File: src/rtl/ram_copy_engine_if.sv
// ---------------------------------------------------------------------------
// Isa / RamPort
// Purpose : Memory geometry constants and the RamPort bundle between a RAM
//           controller (initiator) and a single-port synchronous RAM.
// RamPort signals:
//   enable        controller -> RAM  access strobe
//   write_enable  controller -> RAM  1 = write, 0 = read (with enable)
//   address       controller -> RAM  word address
//   write_data    controller -> RAM  data written when write_enable=1
//   read_data     RAM -> controller  registered read data, valid the cycle
//                                    after an enable=1/write_enable=0 cycle
// ---------------------------------------------------------------------------
package Isa;
    localparam int MEMORY_DATA_WIDTH = 16;
    localparam int MEMORY_DEPTH      = 16;
endpackage

interface RamPort #(
    parameter int DataWidth    = Isa::MEMORY_DATA_WIDTH,
    parameter int AddressWidth = $clog2(Isa::MEMORY_DEPTH)
);
    logic                    enable;
    logic                    write_enable;
    logic [AddressWidth-1:0] address;
    logic [DataWidth-1:0]    write_data;
    logic [DataWidth-1:0]    read_data;

    modport Controller (
        output enable, write_enable, address, write_data,
        input  read_data
    );

    modport Ram (
        input  enable, write_enable, address, write_data,
        output read_data
    );
endinterface

File: src/rtl/ram_copy_engine.sv
// ---------------------------------------------------------------------------
// ram_copy_engine
// Purpose : Copies i_length words from i_source to i_destination inside one
//           single-port RAM with memmove semantics (overlapping ranges are
//           copied in the direction that never clobbers unread source words).
// Ports   :
//   i_clock        clock, all logic on posedge
//   i_reset        synchronous active-high reset
//   i_start        copy request, sampled only while idle
//   i_source       first source word address
//   i_destination  first destination word address
//   i_length       word count, 0..Depth
//   o_busy         high from the cycle after acceptance through DONE/FAIL
//   o_done         one-cycle pulse, copy completed
//   o_error        one-cycle pulse, request rejected (range overflow)
//   ram_port       RamPort controller side
// ---------------------------------------------------------------------------
module ram_copy_engine #(
    parameter int DataWidth    = Isa::MEMORY_DATA_WIDTH,
    parameter int Depth        = Isa::MEMORY_DEPTH,
    parameter int AddressWidth = $clog2(Depth)
) (
    input  logic                    i_clock,
    input  logic                    i_reset,
    input  logic                    i_start,
    input  logic [AddressWidth-1:0] i_source,
    input  logic [AddressWidth-1:0] i_destination,
    input  logic [AddressWidth:0]   i_length,
    output logic                    o_busy,
    output logic                    o_done,
    output logic                    o_error,
    RamPort.Controller              ram_port
);

    localparam int SumWidth = AddressWidth + 2;
    localparam logic [SumWidth-1:0] DepthSum = SumWidth'(Depth);

    typedef enum logic [2:0] {
        S_IDLE,
        S_CHECK,
        S_READ,
        S_WRITE,
        S_DONE,
        S_FAIL
    } state_t;

    state_t                  r_state, w_next_state;
    logic [AddressWidth-1:0] r_src, w_next_src;
    logic [AddressWidth-1:0] r_dst, w_next_dst;
    // Holds the latched length during CHECK, then counts remaining words.
    logic [AddressWidth:0]   r_count, w_next_count;
    logic                    r_descending, w_next_descending;

    logic                    r_busy, r_done, r_error;
    logic                    r_enable, r_write_enable;
    logic [AddressWidth-1:0] r_address;
    logic                    w_next_enable, w_next_write_enable;
    logic [AddressWidth-1:0] w_next_address;

    logic [SumWidth-1:0]     w_src_end, w_dst_end;
    logic                    w_overlap_down;
    logic [DataWidth-1:0]    w_write_data;

    assign w_src_end = SumWidth'(r_src) + SumWidth'(r_count);
    assign w_dst_end = SumWidth'(r_dst) + SumWidth'(r_count);
    // Destination starts inside the source range above its base: copy from
    // the top down so source words are read before being overwritten.
    assign w_overlap_down = (r_dst > r_src) && (SumWidth'(r_dst) < w_src_end);

    always_comb begin
        w_next_state      = r_state;
        w_next_src        = r_src;
        w_next_dst        = r_dst;
        w_next_count      = r_count;
        w_next_descending = r_descending;

        case (r_state)
            S_IDLE: begin
                if (i_start) begin
                    w_next_state = S_CHECK;
                    w_next_src   = i_source;
                    w_next_dst   = i_destination;
                    w_next_count = i_length;
                end
            end
            S_CHECK: begin
                if ((w_src_end > DepthSum) || (w_dst_end > DepthSum)) begin
                    w_next_state = S_FAIL;
                end else if (r_count == '0) begin
                    w_next_state = S_DONE;
                end else begin
                    w_next_state      = S_READ;
                    w_next_descending = w_overlap_down;
                    if (w_overlap_down) begin
                        w_next_src = AddressWidth'(w_src_end - SumWidth'(1));
                        w_next_dst = AddressWidth'(w_dst_end - SumWidth'(1));
                    end
                end
            end
            S_READ: begin
                w_next_state = S_WRITE;
            end
            S_WRITE: begin
                w_next_count = r_count - (AddressWidth + 1)'(1);
                if (r_descending) begin
                    w_next_src = r_src - AddressWidth'(1);
                    w_next_dst = r_dst - AddressWidth'(1);
                end else begin
                    w_next_src = r_src + AddressWidth'(1);
                    w_next_dst = r_dst + AddressWidth'(1);
                end
                w_next_state = (r_count == (AddressWidth + 1)'(1)) ? S_DONE : S_READ;
            end
            S_DONE:  w_next_state = S_IDLE;
            S_FAIL:  w_next_state = S_IDLE;
            default: w_next_state = S_IDLE;
        endcase

        // RAM strobes are registered, so they are decoded from the state
        // being entered and appear in the same cycle as that state.
        w_next_enable       = (w_next_state == S_READ) || (w_next_state == S_WRITE);
        w_next_write_enable = (w_next_state == S_WRITE);
        if (w_next_state == S_READ) begin
            w_next_address = w_next_src;
        end else if (w_next_state == S_WRITE) begin
            w_next_address = w_next_dst;
        end else begin
            w_next_address = '0;
        end
    end

    always_ff @(posedge i_clock) begin
        if (i_reset) begin
            r_state        <= S_IDLE;
            r_src          <= '0;
            r_dst          <= '0;
            r_count        <= '0;
            r_descending   <= 1'b0;
            r_busy         <= 1'b0;
            r_done         <= 1'b0;
            r_error        <= 1'b0;
            r_enable       <= 1'b0;
            r_write_enable <= 1'b0;
            r_address      <= '0;
        end else begin
            r_state        <= w_next_state;
            r_src          <= w_next_src;
            r_dst          <= w_next_dst;
            r_count        <= w_next_count;
            r_descending   <= w_next_descending;
            r_busy         <= (w_next_state != S_IDLE);
            r_done         <= (w_next_state == S_DONE);
            r_error        <= (w_next_state == S_FAIL);
            r_enable       <= w_next_enable;
            r_write_enable <= w_next_write_enable;
            r_address      <= w_next_address;
        end
    end

    // The RAM's read register already holds the word from the preceding READ
    // throughout the WRITE cycle, so it is forwarded straight to write_data;
    // registering it again would cost a cycle per word.
    assign w_write_data = r_write_enable ? ram_port.read_data : '0;

    assign ram_port.enable       = r_enable;
    assign ram_port.write_enable = r_write_enable;
    assign ram_port.address      = r_address;
    assign ram_port.write_data   = w_write_data;

    assign o_busy  = r_busy;
    assign o_done  = r_done;
    assign o_error = r_error;

endmodule

File: src/flat_wrapper.sv
// flat-port wrapper written by rule: the top's interface ports become plain ports
module ram_copy_engine_flat 
#(
    parameter int DataWidth    = Isa::MEMORY_DATA_WIDTH,
    parameter int Depth        = Isa::MEMORY_DEPTH,
    parameter int AddressWidth = $clog2(Depth)
)
  (i_clock, i_reset, i_start, i_source, i_destination, i_length, o_busy, o_done, o_error, ram_port_enable, ram_port_write_enable, ram_port_address, ram_port_write_data, ram_port_read_data);
  RamPort #(.DataWidth(DataWidth), .AddressWidth(AddressWidth)) ram_port_i ();
  input  logic i_clock;
  input  logic i_reset;
  input  logic i_start;
  input  logic [AddressWidth-1:0] i_source;
  input  logic [AddressWidth-1:0] i_destination;
  input  logic [AddressWidth:0] i_length;
  output logic o_busy;
  output logic o_done;
  output logic o_error;
  output wire logic [$bits(ram_port_i.enable)-1:0] ram_port_enable;
  output wire logic [$bits(ram_port_i.write_enable)-1:0] ram_port_write_enable;
  output wire logic [$bits(ram_port_i.address)-1:0] ram_port_address;
  output wire logic [$bits(ram_port_i.write_data)-1:0] ram_port_write_data;
  input wire logic [$bits(ram_port_i.read_data)-1:0] ram_port_read_data;
  assign ram_port_enable = ram_port_i.enable;
  assign ram_port_write_enable = ram_port_i.write_enable;
  assign ram_port_address = ram_port_i.address;
  assign ram_port_write_data = ram_port_i.write_data;
  assign ram_port_i.read_data = ram_port_read_data;
  ram_copy_engine #(.DataWidth(DataWidth), .Depth(Depth), .AddressWidth(AddressWidth)) u_core (.i_clock(i_clock), .i_reset(i_reset), .i_start(i_start), .i_source(i_source), .i_destination(i_destination), .i_length(i_length), .o_busy(o_busy), .o_done(o_done), .o_error(o_error), .ram_port(ram_port_i));
endmodule
File: config.mk
export PLATFORM = sky130hd
export DESIGN_NAME = ram_copy_engine_flat
export DESIGN_NICKNAME = d
export VERILOG_FILES = /design/src/rtl/ram_copy_engine_if.sv /design/src/rtl/ram_copy_engine.sv /design/src/flat_wrapper.sv
export SDC_FILE = /design/constraint.sdc
export NUM_CORES = 1
export LEC_CHECK = 0
export ABC_AREA = 1
export BUFFER_PORTS_ARGS = -buffer_cell sky130_fd_sc_hd__buf_4
export CORE_ASPECT_RATIO = 1.25
export CORE_MARGIN = 1.5
export CORE_UTILIZATION = 61
export CTS_BUF_LIST = sky130_fd_sc_hd__clkbuf_8
export DETAILED_ROUTE_END_ITERATION = 7
export PLACE_DENSITY = 0.9
export SYNTH_ARGS = -nofsm -noshare
export SYNTH_HDL_FRONTEND = slang
export SYNTH_SLANG_ARGS = --single-unit
File: constraint.sdc
create_clock -name i_clock -period 7 [get_ports i_clock]
set_input_delay 1.4 -clock i_clock [delete_from_list [all_inputs] [get_ports i_clock]]
set_output_delay 1.4 -clock i_clock [all_outputs]
set_load 0.02 [all_outputs]
Word level (Yosys, flattened, before mapping)
Cells that the tools add are included.

storage, ports and cells
  register bits = 26
  input bits = 32
  output and inout port bits = 25
  word-level logic and storage cells = 66

operators by class
  $add $sub $neg = 9
  $lt $le $gt $ge = 4
  eq/ne operators = 9
  mux-type cells = 22
  bitwise operators = 2
  reduce and logical (&&, ||, !) cells = 9

operators by type and width
  kind                                                                   number
  4-bit two-way mux                                                      12
  4-bit case mux with 3 select lines                                     2
  16-bit two-way mux                                                     1
  4-bit by 1-bit subtractor with 4-bit output (second input constant)    4
  4-bit by 5-bit adder with 6-bit output                                 2
  3-bit by 2-bit == test with 1-bit output (second input constant)       4
  6-bit by 5-bit > comparator with 1-bit output (second input constant)  2
  3-bit two-way mux                                                      4
  3-bit case mux with 4 select lines                                     1
  5-bit case mux with 2 select lines                                     1
  4-bit by 1-bit adder with 4-bit output (second input constant)         2
  3-bit == test (second input constant)                                  2
  4-bit by 6-bit less-than comparator with 1-bit output                  1
  5-bit by 1-bit == test with 1-bit output (second input constant)       1
  5-bit logical NOT                                                      1
  5-bit two-way mux                                                      1
  5-bit by 1-bit subtractor with 5-bit output (second input constant)    1
  4-bit > comparator                                                     1
  3-bit by 1-bit == test with 1-bit output (second input constant)       1
  3-bit logical NOT                                                      1
  3-bit AND reduction                                                    1
  3-bit nonzero test                                                     1
  1-bit logical OR                                                       2
  2-bit != test (second input constant)                                  1
  other kinds (4)                                                        5

Logic depth before layout (Yosys ltp)
  depth after elaboration = 9
  depth in mapped cells = 19
  depth with buffers taken out = 19

Least setup slack after synthesis
OpenSTA, ideal clock, no wires.

  path kind = input-to-output
  from = input port ram_port_read_data[10]
  to = output port ram_port_write_data[10]
  arrival time = 1.588 ns
  data required time = 5.600 ns
  path slack = 4.012 ns
  stages = 2
  path buffers = 0
  cell sequence = nand2_1 -> inv_1

on the way
  longest elaborated chain between the ends = 1

RTL lines
  item                line                    source
  start, declared     flat_wrapper.sv:23      input wire logic [$bits(ram_port_i.read_data)-1:0] ram_port_read_data;
  16-bit two-way mux  ram_copy_engine.sv:163  assign w_write_data = r_write_enable ? ram_port.read_data : '0;
  end, declared       flat_wrapper.sv:22      output wire logic [$bits(ram_port_i.write_data)-1:0] ram_port_write_data;

No other way between the ends.

Final worst setup path
  from = input port ram_port_read_data[5]
  to = output port ram_port_write_data[5]

Same word-level chain as after synthesis.

==> results.md <==
- Routed vias/inst: between 5 and 6
- Grt ovf: 0
- TritonCTS clock tree: yes
- FFs w/ async S/R, synth: 0%
- ANT cells: 0
- Max-slew headroom: 44.73%
- Worst IR Drop VDD: 293.2 uV
- RSZ-0062 raised after global routing: no
- Skew final: between 0.005 and 0.006 ns
- EDFF count, synth: 0
- GR Util All Layers: 30.05%
- CTS resizes: 0
- Placed Area: approximately 0.003 mm2
- Layout Nets: 512
- Fin util: 78.08%
- TritonCTS Sinks: 26
- Type of the worst min-delay path: register to register
- P_leak: 1.699 nW
- Die H: 74.34 um
- Max Clock Freq: 317.3 MHz
- Total iterations of the first detailed-routing run: 4
- CP startpoint kind: input port
- IO Pins: between 50 and 60
- Crit end category: output pin
- Netlist cell types: 34
- Final Hold Fails: 0
- I/O Buffers: 56
- Final Setup Violations: 0
- Crit path max-delay cell type: buf_4
- Initial antenna violation count: 0
- Flops & latches, synth: 26
- Post-CTS Setup Inserts: 0
- Initial core utilization: 64.55%
- Syn Area/Cell: about 6 um2
- Synth Net Count: 460
- CTS clock-pin slew for the worst setup and hold paths: ~0.090 ns
- Vias: roughly 2.8k
- Mean routed wirelength per cell: approximately 13 um
- Most used flip-flop cell after synthesis: dfxtp_1
- Cells after Synth: 402
- Synth area leader: dfxtp_1
- RD Place Congestion: a little over 0.9
- Synthesized area: 0.002484 mm2
- Slew @ Worst Pin: 0.8260 ns
- Clock root cell: clkbuf_8
- Crit-path max FO: 1
- Share of cells above drive strength 1: ~18%
- # rows: 25
- Hold-fix buffers at CTS: 0
- Clock Latency Late Sink: around 0.28 ns
- First-pass GRT wire length: between 10,000 and 15,000 um
- Tmin final: 3.151 ns
- Core area: ~0.0038 mm2
- CP Cell Sequence: buf_4 > nand2_1 > inv_1 > buf_4
- Post-route cell area: 0.003004 mm2
- Max Cap Violations: 0
- Crit path DAT: between 1.5 and 2 ns
- Max stage delay on crit path: about 0.15 ns
- Die Area: ~0.0045 mm2
- Htree depth: 1
- Largest net degree at the start of global routing: 19
- Detailed-route DRC error count: 0
- Die X-Extent: about 60 um
- CP dominant cell by count: buf_4
- Setup_tns: 0 ns
- Number of synthesis warnings: 0
- CTS buffer count: 3
- Worst path required time: 5.60 ns
- Top cell type's share of synthesized area: 20.96%
- Ranking of synthesized cells by area: dfxtp_1, nand2_1, ha_1
- Final Cycle Share: 45.02%
- CP Class: input port to output pin
- Register area share after synthesis: 20.96%
- Antenna violation net count after detailed routing: 0
- HPWL Detailed: 5118 um
- Iteration-0 DRC Markers: approximately 120
- Max Root-Sink Buffers: 2
- Area grow syn2layout: 20.96%
- Slew Limit Fails: 0
- Final wirelength: approximately 6500 um
- Cell Pwr Density: 428.2 mW/mm2
- Vias in the first global route: about 2.5k
- Status: finished, final reports clean
==> routing by layer <==
| layer | global-route usage [%] | share of wire (%) | vias up |
|---|---|---|---|
| li1 | - | - | 1370 |
| met1 | 34.62 | 38 | 1222 |
| met2 | 53.74 | 49 | 148 |
| met3 | 3.478 | 7.9 | 31 |
| met4 | 15.06 | 4.8 | 0 |
| met5 | 0 | 0 | - |
==> power by group <==
group / total, mW / internal [mW] / switching [mW]
clock network: 0.128 / 0.0766 / 0.0516
logic: 0.899 / 0.327 / 0.572
registers: 0.260 / 0.195 / 0.0647
total: 1.29 / 0.599 / 0.688
==> final timing paths <==
check                                                to  slack, ns  cells after the start                      startpoint
setup / recovery                 ram_port_write_data[5]       3.85                      4           ram_port_read_data[5]
hold reg to reg          u_core.r_count[3]$_SDFFE_PP0P_       0.56                      2  u_core.r_count[3]$_SDFFE_PP0P_
setup reg to reg  u_core.ram_port.address[1]$_SDFF_PP0_       4.11                     18  u_core.r_count[0]$_SDFFE_PP0P_
hold / removal           u_core.r_count[3]$_SDFFE_PP0P_       0.56                      2  u_core.r_count[3]$_SDFFE_PP0P_
==> layout make-up <==
type | instances | area (um2)
clock buffers | 3 | 41.29
flip-flops and latches | 26 | 520.5
repair buffers | 56 | 420.4
multi-input cells | 294 | 1650
well taps | 54 | 67.56
inverters | 73 | 274.0
clock inverters | 1 | 30.03
fillers | 288 | 843.3
==> stage by stage <==
step	setup WS, ns	total power [mW]	std cells	hold slack (ns)
6_report	3.849	1.286	507	0.5551
5_1_grt	3.813	1.405	507	0.6088
4_1_cts	3.843	1.268	507	0.5544
3_5_place_dp	3.845	1.134	503	0.5405
3_3_place_gp	3.853	1.101	503	0.5310
2_1_floorplan	4.012	0.9316	402	0.5008
==> Yosys cell counts (2+ instances only) <==
| cell | instances |
|---|---|
| a211oi_1 | 3 |
| a21boi_1 | 4 |
| a21oi_1 | 19 |
| a31oi_1 | 2 |
| clkbuf_1 | 6 |
| dfxtp_1 | 26 |
| fa_1 | 4 |
| ha_1 | 22 |
| inv_1 | 67 |
| inv_2 | 6 |
| nand2_1 | 115 |
| nand2_2 | 7 |
| nand3_1 | 35 |
| nand4_1 | 2 |
| nor2_1 | 32 |
| nor2_4 | 3 |
| nor3_1 | 6 |
| o211ai_1 | 2 |
| o21ai_0 | 18 |
| o221ai_1 | 2 |
| or2_2 | 2 |
| xnor2_1 | 2 |
| xor2_1 | 6 |
==> registers in the layout, summed over array words and instances, names as in the netlist <==
| signal | cells |
|---|---|
| u_core.o_busy | 1 |
| u_core.o_done | 1 |
| u_core.o_error | 1 |
| u_core.r_count | 5 |
| u_core.r_descending | 1 |
| u_core.r_dst | 4 |
| u_core.r_src | 4 |
| u_core.r_state | 3 |
| u_core.ram_port.address | 4 |
| u_core.ram_port.enable | 1 |
| u_core.ram_port.write_enable | 1 |
==> layout by cell type, fill, tap and decap left out, drive strengths merged, types with 4 or more instances in the layout <==
cell type / Yosys / routed
nor2: 36 / 36
o21ai: 18 / 18
xor2: 6 / 6
nand2: 122 / 122
a21oi: 20 / 20
a21boi: 4 / 4
inv: 73 / 73
dfxtp: 26 / 26
nand3: 37 / 37
nor3: 6 / 6
fa: 4 / 4
ha: 22 / 22
buf: 3 / 56
==> cell families (layout without fill, tap and decap cells) <==
| kind of cell | Yosys count | after routing | share of synthesized area (%) |
|---|---|---|---|
| compound gates | 54 | 54 | 13.10 |
| flops | 26 | 26 | 20.96 |
| buf+inv | 82 | 133 | 12.59 |
| fa+ha+maj | 26 | 26 | 14.31 |
| simple gates | 206 | 206 | 36.22 |
| xor+xnor | 8 | 8 | 2.821 |
==> critical path: cells and delay by family <==
kind	cells	cell delay, ns
buf+inv	3	0.30
simple gates	1	0.06
Power figures use the tool's default switching activity.
